## src/rtl/alu_share_ctrl.sv

```systemverilog
// alu_share_ctrl: round-robin sequencer sharing one combinational ALU between two requesters.
// Rev 1.0 - initial release.
`default_nettype none

module alu_share_ctrl #(
  parameter int WIDTH         = 32,
  parameter int SETTLE_CYCLES = 1
) (
  input  logic             clk,
  input  logic             reset,
  input  logic             req0_valid,
  output logic             req0_ready,
  input  logic [3:0]       req0_ctrl,
  input  logic [WIDTH-1:0] req0_a,
  input  logic [WIDTH-1:0] req0_b,
  input  logic             req1_valid,
  output logic             req1_ready,
  input  logic [3:0]       req1_ctrl,
  input  logic [WIDTH-1:0] req1_a,
  input  logic [WIDTH-1:0] req1_b,
  output logic             resp_valid,
  input  logic             resp_ready,
  output logic             resp_id,
  output logic [WIDTH-1:0] resp_result,
  output logic             resp_zero,
  output logic             resp_err,
  output logic [WIDTH-1:0] alu_data1,
  output logic [WIDTH-1:0] alu_data2,
  output logic [3:0]       alu_ctrl,
  input  logic [WIDTH-1:0] alu_result,
  input  logic             alu_zero,
  output logic             busy
);

  typedef enum logic [1:0] {
    S_IDLE = 2'd0,
    S_EXEC = 2'd1,
    S_RESP = 2'd2
  } state_t;

  localparam logic [3:0] C_NOP      = 4'b1111;
  localparam logic [3:0] C_CNT_LOAD = 4'(SETTLE_CYCLES - 1);

  state_t           state_q;
  logic             last_q;
  logic [3:0]       cnt_q;
  logic [3:0]       ctrl_q;
  logic [WIDTH-1:0] a_q;
  logic [WIDTH-1:0] b_q;
  logic             id_q;
  logic [WIDTH-1:0] result_q;
  logic             zero_q;
  logic             err_q;

  logic             w_grant;
  logic             w_accept;
  logic [3:0]       w_ctrl;
  logic [WIDTH-1:0] w_a;
  logic [WIDTH-1:0] w_b;

  function automatic logic is_legal(input logic [3:0] c);
    case (c)
      4'b0000, 4'b0001, 4'b0010, 4'b0110, 4'b0111, 4'b1100, 4'b1111: is_legal = 1'b1;
      default:                                                       is_legal = 1'b0;
    endcase
  endfunction

  // A lone requester wins outright; on a tie (or no request) the one not served last is granted.
  always_comb begin
    if (req0_valid && !req1_valid)      w_grant = 1'b0;
    else if (req1_valid && !req0_valid) w_grant = 1'b1;
    else                                w_grant = ~last_q;
  end

  assign w_accept   = (state_q == S_IDLE) && (w_grant ? req1_valid : req0_valid);
  assign w_ctrl     = w_grant ? req1_ctrl : req0_ctrl;
  assign w_a        = w_grant ? req1_a    : req0_a;
  assign w_b        = w_grant ? req1_b    : req0_b;

  assign req0_ready = (state_q == S_IDLE) && !w_grant;
  assign req1_ready = (state_q == S_IDLE) &&  w_grant;

  assign alu_ctrl   = (state_q == S_EXEC) ? ctrl_q : C_NOP;
  assign alu_data1  = (state_q == S_EXEC) ? a_q    : '0;
  assign alu_data2  = (state_q == S_EXEC) ? b_q    : '0;

  assign resp_valid  = (state_q == S_RESP);
  assign resp_id     = id_q;
  assign resp_result = result_q;
  assign resp_zero   = zero_q;
  assign resp_err    = err_q;
  assign busy        = (state_q != S_IDLE);

  always_ff @(posedge clk) begin
    if (reset) begin
      state_q  <= S_IDLE;
      last_q   <= 1'b1;
      cnt_q    <= 4'd0;
      ctrl_q   <= C_NOP;
      a_q      <= '0;
      b_q      <= '0;
      id_q     <= 1'b0;
      result_q <= '0;
      zero_q   <= 1'b0;
      err_q    <= 1'b0;
    end else begin
      case (state_q)
        S_IDLE: begin
          if (w_accept) begin
            id_q <= w_grant;
            if (is_legal(w_ctrl)) begin
              ctrl_q  <= w_ctrl;
              a_q     <= w_a;
              b_q     <= w_b;
              last_q  <= w_grant;
              cnt_q   <= C_CNT_LOAD;
              state_q <= S_EXEC;
            end else begin
              // Illegal op never reaches the ALU; answer immediately with an error.
              result_q <= '0;
              zero_q   <= 1'b0;
              err_q    <= 1'b1;
              state_q  <= S_RESP;
            end
          end
        end
        S_EXEC: begin
          if (cnt_q == 4'd0) begin
            result_q <= alu_result;
            zero_q   <= alu_zero;
            err_q    <= 1'b0;
            state_q  <= S_RESP;
          end else begin
            cnt_q <= cnt_q - 4'd1;
          end
        end
        S_RESP: begin
          if (resp_ready) state_q <= S_IDLE;
        end
        default: state_q <= S_IDLE;
      endcase
    end
  end

endmodule

`default_nettype wire

```

## config.mk

```make
export PLATFORM = sky130hd
export DESIGN_NAME = alu_share_ctrl
export DESIGN_NICKNAME = d
export VERILOG_FILES = /design/src/rtl/alu_share_ctrl.sv
export SDC_FILE = /design/constraint.sdc
export NUM_CORES = 1
export LEC_CHECK = 0
export CORE_MARGIN = 1.5
export CORE_UTILIZATION = 45
export DETAILED_ROUTE_END_ITERATION = 10
export GPL_ROUTABILITY_DRIVEN = 0
export PLACE_DENSITY = 0.87
export REMOVE_ABC_BUFFERS = 1
export SLEW_MARGIN = 20
export SYNTH_ARGS = -nofsm -noshare
export SYNTH_HDL_FRONTEND = slang
export SYNTH_SLANG_ARGS = --single-unit
```

## constraint.sdc

```tcl
create_clock -name clk -period 4.6 [get_ports clk]
set_input_delay 0.46 -clock clk [delete_from_list [all_inputs] [get_ports clk]]
set_output_delay 0.46 -clock clk [all_outputs]
set_load 0.05 [all_outputs]
```

==> metrics.md, run 1 <==
| Metric | Value |
|---|---|
| Min Tclk post-route | `3.299 ns` |
| Critical-path cell list | `clkdlybuf4s50_1, maj3_4, mux2i_2, nor2_2, o22ai_4, buf_4, nor2_1, a221o_1` |
| Leakage | `3.415 nW` |
| Fmax achieved | `303.1 MHz` |
| Detail Placement HPWL | `13.10 mm` |
| Slowest cell on crit path | `clkdlybuf4s50_1` |
| Die footprint | `14040 um2` |
| Fin nets | `1119` |
| Clock sink count | `110` |
| Part of the cycle the worst path needs | `71.71%` |
| Syn avg cell area | `8.539 um2` |
| WS Path Type | `input pin to flop` |
| Routed vias | `5993` |
| TritonCTS clock tree | `yes` |
| Starting density of the core | `45.70%` |
| Antenna-violating nets left | `0` |
| Async S/R FF share, synth | `0%` |
| Register area share after synthesis | `36.68%` |
| Post-synth top cells | `dfxtp_1, nor2_1, inv_1` |
| Remaining DRCs | `0` |
| Count leader, synth | `dfxtp_1` |
| WP data arrival | `3.54 ns` |
| Ant. Diodes | `0` |
| Count of state elements after synthesis | `110` |
| Root Driver | `clkbuf_16` |
| Worst slew pin tran | `1.033 ns` |
| Placed standard-cell area | `8906 um2` |
| Number of antenna violations at the first check in global routing | `0` |
| Synth top area share | `36.68%` |
| Final Skew | `0.004708 ns` |
| Worst Path Max Fanout | `47` |
| Wire length on met1 | `7.480 mm` |
| Total CTS buffers | `9` |
| Hold_buf cts | `0` |
| Clock Path Buffers | `2` |
| DIE WIDTH | `118.5 um` |
| Total grt overflow | `0` |
| Setup crit start kind | `input pin` |
| Crit path max-delay family | `buffers and inverters` |
| Sw Ratio | `35.10%` |
| CP endpoint kind | `flop` |
| Status | `completed` |
| Pre-Repair DR Iteration Count | `4` |
| H-tree depth | `3` |
| Power per cell area | `355.7 nW/um2` |
| Synth Flop Type | `dfxtp_1` |
| Critical Path RT | `4.84 ns` |
| # rows | `42` |
| Final cell count without fillers | `1124` |
| Mapped cell area | `6003 um2` |
| Post-synth EDFFs | `0` |
| Share of cells above drive strength 1 | `9.494%` |
| First-pass GRT wire length | `28.94 mm` |
| Synth warnings | `0` |
| Routed len/inst | `16.47 um` |
| Vias per cell | `5.332` |
| Combinational share of power | `39.9%` |
| Synth unique cells | `46` |
| Initial drt markers | `388` |
| Psw | `1.152 mW` |
| Port Buf Inserts | `280` |
| Vias in the first global route | `5804` |
| Worst VDD drop | `0.2709 mV` |
| Synth area leader | `dfxtp_1` |
| Unrepaired setup endpoints after global routing | `false` |
| Final wirelength | `18.51 mm` |
| Final Total Pwr | `3.283 mW` |
| DP Worst Slack | `0.9227 ns` |
| Flop pwr share | `34.3%` |
| Crit-path max cell delay | `0.61 ns` |
| IO Count | `281` |
| Worst-Skew Late Latency | `0.35 ns` |
| Internal Power | `2.131 mW` |
| Core Area | `13140 um2` |
| Chip height | `118.5 um` |
| Post-CTS setup buffer count | `0` |
| Met3 WL | `1.650 mm` |
| Hold Crit Class | `flop to flop` |
| Uppermost layer routed | `met4` |
| Hold Vio Cnt, Final | `0` |
| Clock power share | `25.8%` |
| Total GRT Usage | `25.56%` |
| Post-cts resize count | `0` |
| Largest cells by area after synthesis | `dfxtp_1, mux2i_1, o31a_1` |
| Worst Slack Setup Final | `1.301 ns` |
| Clk pin slew, worst setup/hold paths | `0.07 ns` |
| Slew HR | `31.16%` |
| Placed insts | `1108` |
| Mapped Cells | `703` |
| Slew Limit Fails | `0` |
| Maxcap violations | `0` |
| Final Setup Violations | `0` |
| P&R area growth vs syn | `53.75%` |
| Design Area, Final | `9230 um2` |
| CP Buf/Inv Count | `2` |
| Largest net degree at the start of global routing | `86` |
| Met2 wire length | `8.913 mm` |
[tightest hold or removal path: stages, from the launching register on]
cell,delay (ns)
dfxtp_1,0.31
o21ai_1,0.06
a21oi_1,0.06
[state kept, by name, indices dropped and copies added, names as in the netlist]
register,flops
last_q,1
resp_err,1
cnt_q,4
resp_id,1
b_q,32
ctrl_q,4
a_q,32
resp_result,32
resp_zero,1
state_q,2
[stage by stage]
stage / hold WS (ns) / TNS (ns) / util [%]
final: 0.4791 / 0 / 70.26
after CTS: 0.4798 / 0 / 70.26
after floorplan: 0.4453 / -292.86 / -
after global routing: 0.5005 / 0 / 70.26
after global placement: 0.4475 / 0 / 67.79
after detailed placement: 0.4715 / 0 / 67.79
[cell families (layout without fill, tap and decap cells)]
kind of cell,Yosys count,count (layout),share of synthesized area (%)
flip-flops,110,110,36.68
buffers and inverters,135,380,9.170
AO/OA/AOI/OAI,233,233,30.78
adder cells (fa/ha/maj),3,3,0.6043
multiplexers,72,72,12.48
AND/OR/NAND/NOR,150,150,10.28
[layer usage]
| layer | up-vias | global-route usage [%] |
|---|---|---|
| li1 | 2954 | - |
| met1 | 2759 | 27.98 |
| met2 | 252 | 45.17 |
| met3 | 28 | 8.687 |
| met4 | 0 | 10.47 |
| met5 | - | 0 |
[path summary, 6_finish.rpt]
path	from	to	slack (ns)	depth (start not counted)
setup reg to reg	last_q	last_q	1.67	7
hold / removal	resp_result[30]	resp_result[30]	0.48	2
setup / recovery	req0_valid	last_q	1.30	8
hold reg to reg	resp_result[30]	resp_result[30]	0.48	2
[placed cells by master, fill, tap and decap left out, types with 2 or more instances in the layout]
cell type        Yosys  layout
nand2b_1             5       4
a211oi_1            29      29
nand2_1             49      49
nor2b_1              2       2
o21ai_1             31      30
nor3_1               3       2
buf_4                3      15
ha_1                 2       2
nor2_2               1       2
nand3_1              2       2
a221o_1              3       3
mux2_4               2       2
nor2_1              78      77
clkinv_2             0       2
clkbuf_16            0       9
bufinv_16            0       2
o21a_1               3       3
a211oi_2            39      39
clkinvlp_4           0       2
inv_1               69      69
clkdlybuf4s50_1      0     279
o21ai_0             10      10
a31oi_1              2       2
a21oi_1             43      42
mux2i_1             66      66
and3_1               2       2
or3_1                2       2
nand3b_1             2       2
dfxtp_1            110     110
o31a_1              64      64
mux2_2               2       2
a31o_2               2       2
[power by group through the flow]
stage                     clock (mW)  combinational [mW]  sequential, mW
after global placement             0                1.29            1.14
final                          0.846                1.31            1.13
after floorplan                    0               0.795            1.20
after detailed placement           0                1.31            1.15
after CTS                      0.863                1.31            1.13
after global routing           0.900                1.41            1.14
[layout make-up]
cell class	count	area [um2]
fillers	1010	3908
multi-input cells	458	3316
repair buffers	294	2905
flip-flops and latches	110	2202
inverters	70	262.8
clock buffers	10	239.0
well taps	176	220.2
clock inverters	6	85.08
(Power assumes the default switching activity.)
==> run 2, diff against run 1 <==
- CORE_UTILIZATION: 45 -> 42
- PLACE_DENSITY: 0.87 -> 0.82
- clock period: 4.6 -> 3.5 ns (I/O delays scaled with it)
==> metrics.md, run 2 (synthesis results as in run 1) <==
| Metric | Value |
|---|---|
| Stages on worst setup path | `4 (-4)` |
| Sw Ratio | `35.29% (+0.19 points)` |
| Clock Path Buffers | `2 (unchanged)` |
| Hold Crit Class | `input pin to flop` |
| Crit path from | `state_q[1]` |
| Commonest non-fill, non-tap cells in the layout | `clkdlybuf4s50_1, dfxtp_1, nor2_1` |
| Routed vias | `6016 (+0.38%)` |
| Reg2Reg Launch Point | `last_q` |
| Flop pwr share | `34.7% (+0.4 points)` |
| Ant. Diodes | `0 (unchanged)` |
| Root Driver | `clkbuf_16` |
| Total grt overflow | `0 (unchanged)` |
| Status | `completed` |
| Critical Path RT | `3.15 ns (-1.69 ns)` |
| Fmax achieved | `350.1 MHz` |
| Critical-path cell list | `nand2b_2, buf_12, nor2_1, clkdlybuf4s50_1` |
| Port Buf Inserts | `280 (unchanged)` |
| Vias per cell | `5.338 (+0.12%)` |
| Unrepaired setup endpoints after global routing | `false` |
| Clk pin slew, worst setup/hold paths | `0.07 ns (about the same)` |
| WP data arrival | `2.51 ns (-1.03 ns)` |
| Crit-path max cell delay | `0.83 ns (+0.22 ns)` |
| Internal Power | `2.763 mW (+30%)` |
| Final cell count without fillers | `1127 (+0.27%)` |
| First-pass GRT wire length | `29.07 mm (+0.45%)` |
| Hold endpoint | `resp_result[19]` |
| Maxcap violations | `0 (unchanged)` |
| Routed len/inst | `16.59 um (+0.76%)` |
| # rows | `43 (+2.4%)` |
| Post-CTS setup buffer count | `0 (unchanged)` |
| Clock power share | `24.6% (-1.2 points)` |
| Number of antenna violations at the first check in global routing | `0 (unchanged)` |
| IO Count | `281 (unchanged)` |
| Worst Slack Setup Final | `0.6440 ns (-0.6573 ns)` |
| Part of the cycle the worst path needs | `81.60%` |
| CP endpoint kind | `output port` |
| Final Skew | `0.005021 ns (+0.0003131 ns)` |
| Min Tclk post-route | `2.856 ns` |
| Worst VDD drop | `0.2771 mV (+2.3%)` |
| Largest net degree at the start of global routing | `67 (-22%)` |
| DP Worst Slack | `0.4198 ns (-0.5029 ns)` |
| Hold Path Stages | `2 (unchanged)` |
| Core Area | `13930 um2 (+6.1%)` |
| Final wirelength | `18.70 mm (+1.0%)` |
| Share of cells above drive strength 1 | `9.293% (-0.20 points)` |
| Die footprint | `15020 um2 (+7.0%)` |
| Remaining DRCs | `0 (unchanged)` |
| Slew Limit Fails | `0 (unchanged)` |
| Pre-Repair DR Iteration Count | `5 (+1)` |
| Placed insts | `1111 (+0.27%)` |
| Combinational share of power | `40.8% (+0.9 points)` |
| Fill count | `1149 (+14%)` |
| Total GRT Usage | `24.51% (-1.1 points)` |
| Hold Vio Cnt, Final | `0 (unchanged)` |
| H-tree depth | `3 (unchanged)` |
| Crit path max-delay family | `buffers and inverters` |
| Vias in the first global route | `5805 (+0.017%)` |
| Antenna-violating nets left | `0 (unchanged)` |
| Setup crit start kind | `flop` |
| Leakage | `3.424 nW (+0.28%)` |
| DIE WIDTH | `122.6 um (+3.4%)` |
| Initial drt markers | `361 (-7.0%)` |
| Worst R2R End | `resp_result[1]` |
| Chip height | `122.6 um (+3.4%)` |
| Worst slew pin tran | `1.005 ns (-0.02802 ns)` |
| Worst hold path startpoint | `reset` |
| Fin nets | `1118 (-0.089%)` |
| Detail Placement HPWL | `13.00 mm (-0.72%)` |
| Clock sink count | `110 (unchanged)` |
| Worst Path Max Fanout | `43 (-8.5%)` |
| CP Buf/Inv Count | `2 (unchanged)` |
| Power per cell area | `461.3 nW/um2 (+30%)` |
| Worst-Skew Late Latency | `0.35 ns (about the same)` |
| WS Path Type | `flop to output port` |
| TritonCTS clock tree | `yes` |
| Reg2reg path depth | `7 (unchanged)` |
| Final Setup Violations | `0 (unchanged)` |
| Slew HR | `33.03% (+1.9 points)` |
| Hold_buf cts | `0 (unchanged)` |
| Slowest cell on crit path | `clkdlybuf4s50_1` |
| Psw | `1.507 mW (+31%)` |
| Post-cts resize count | `0 (unchanged)` |
| P&R area growth vs syn | `54.17%` |
| Total CTS buffers | `9 (unchanged)` |
| Starting density of the core | `43.08% (-2.6 points)` |
| Worst R2R Setup Slack | `1.05 ns (-0.62 ns)` |
| Commonest non-fill, non-tap cell in the layout | `clkdlybuf4s50_1` |
-- run 2: cell count changes in the layout (fill, tap and decap cells not counted), sizes merged --
cell      before  now
clkbuf        10   12
clkinvlp       2    0
buf           15   14
bufinv         2    1
clkinv         2    3
-- run 2: metal layers --
| layer | track usage, % | share of wire [%] |
|---|---|---|
| met1 | 27.86 | 39 |
| met5 | 0 | 0 |
| met4 | 8.721 | 2.2 |
| met3 | 7.435 | 9.7 |
| met2 | 43.33 | 49 |
-- run 2: power by group through the flow --
stage	sequential (mW)	combinational, mW	clock (mW)
after floorplan	1.58	1.04	0
after detailed placement	1.51	1.74	0
after CTS	1.48	1.75	1.08
after global placement	1.50	1.72	0
final	1.48	1.74	1.05
after global routing	1.50	1.87	1.13
-- run 2: final cells by class --
type / count / area [um2] / area share [%]
tap: 180 / 225.2 / 2.433
clock inverter: 4 / 45.04 / 0.4867
sequential: 110 / 2202 / 23.79
multi-input combinational: 458 / 3316 / 35.83
clock buffer: 12 / 256.5 / 2.771
timing repair buffer: 293 / 2948 / 31.85
inverter: 70 / 262.8 / 2.839
-- run 2: how the worst max path moves through the flow --
stage / endpoint / slack [ns]
2_1_floorplan: a_q[0] / -5.47
3_3_place_gp: b_q[5] / 0.46
3_5_place_dp: b_q[27] / 0.42
4_1_cts: alu_data2[21] / 0.60
5_1_grt: alu_data2[21] / 0.51
6_report: alu_data2[21] / 0.64
-- run 2: per-stage QoR --
step / utilization [%] / setup TNS, ns / hold slack [ns] / power [mW] / area (um2)
2_1_floorplan: - / -375.72 / 0.4146 / 2.624 / 5715
5_1_grt: 66.42 / 0 / 0.4709 / 4.503 / 9255
4_1_cts: 66.42 / 0 / 0.4337 / 4.308 / 9255
6_report: 66.42 / 0 / 0.4520 / 4.269 / 9255
3_3_place_gp: 64.25 / 0 / 0.4524 / 3.222 / 8954
3_5_place_dp: 64.25 / 0 / 0.4633 / 3.247 / 8954
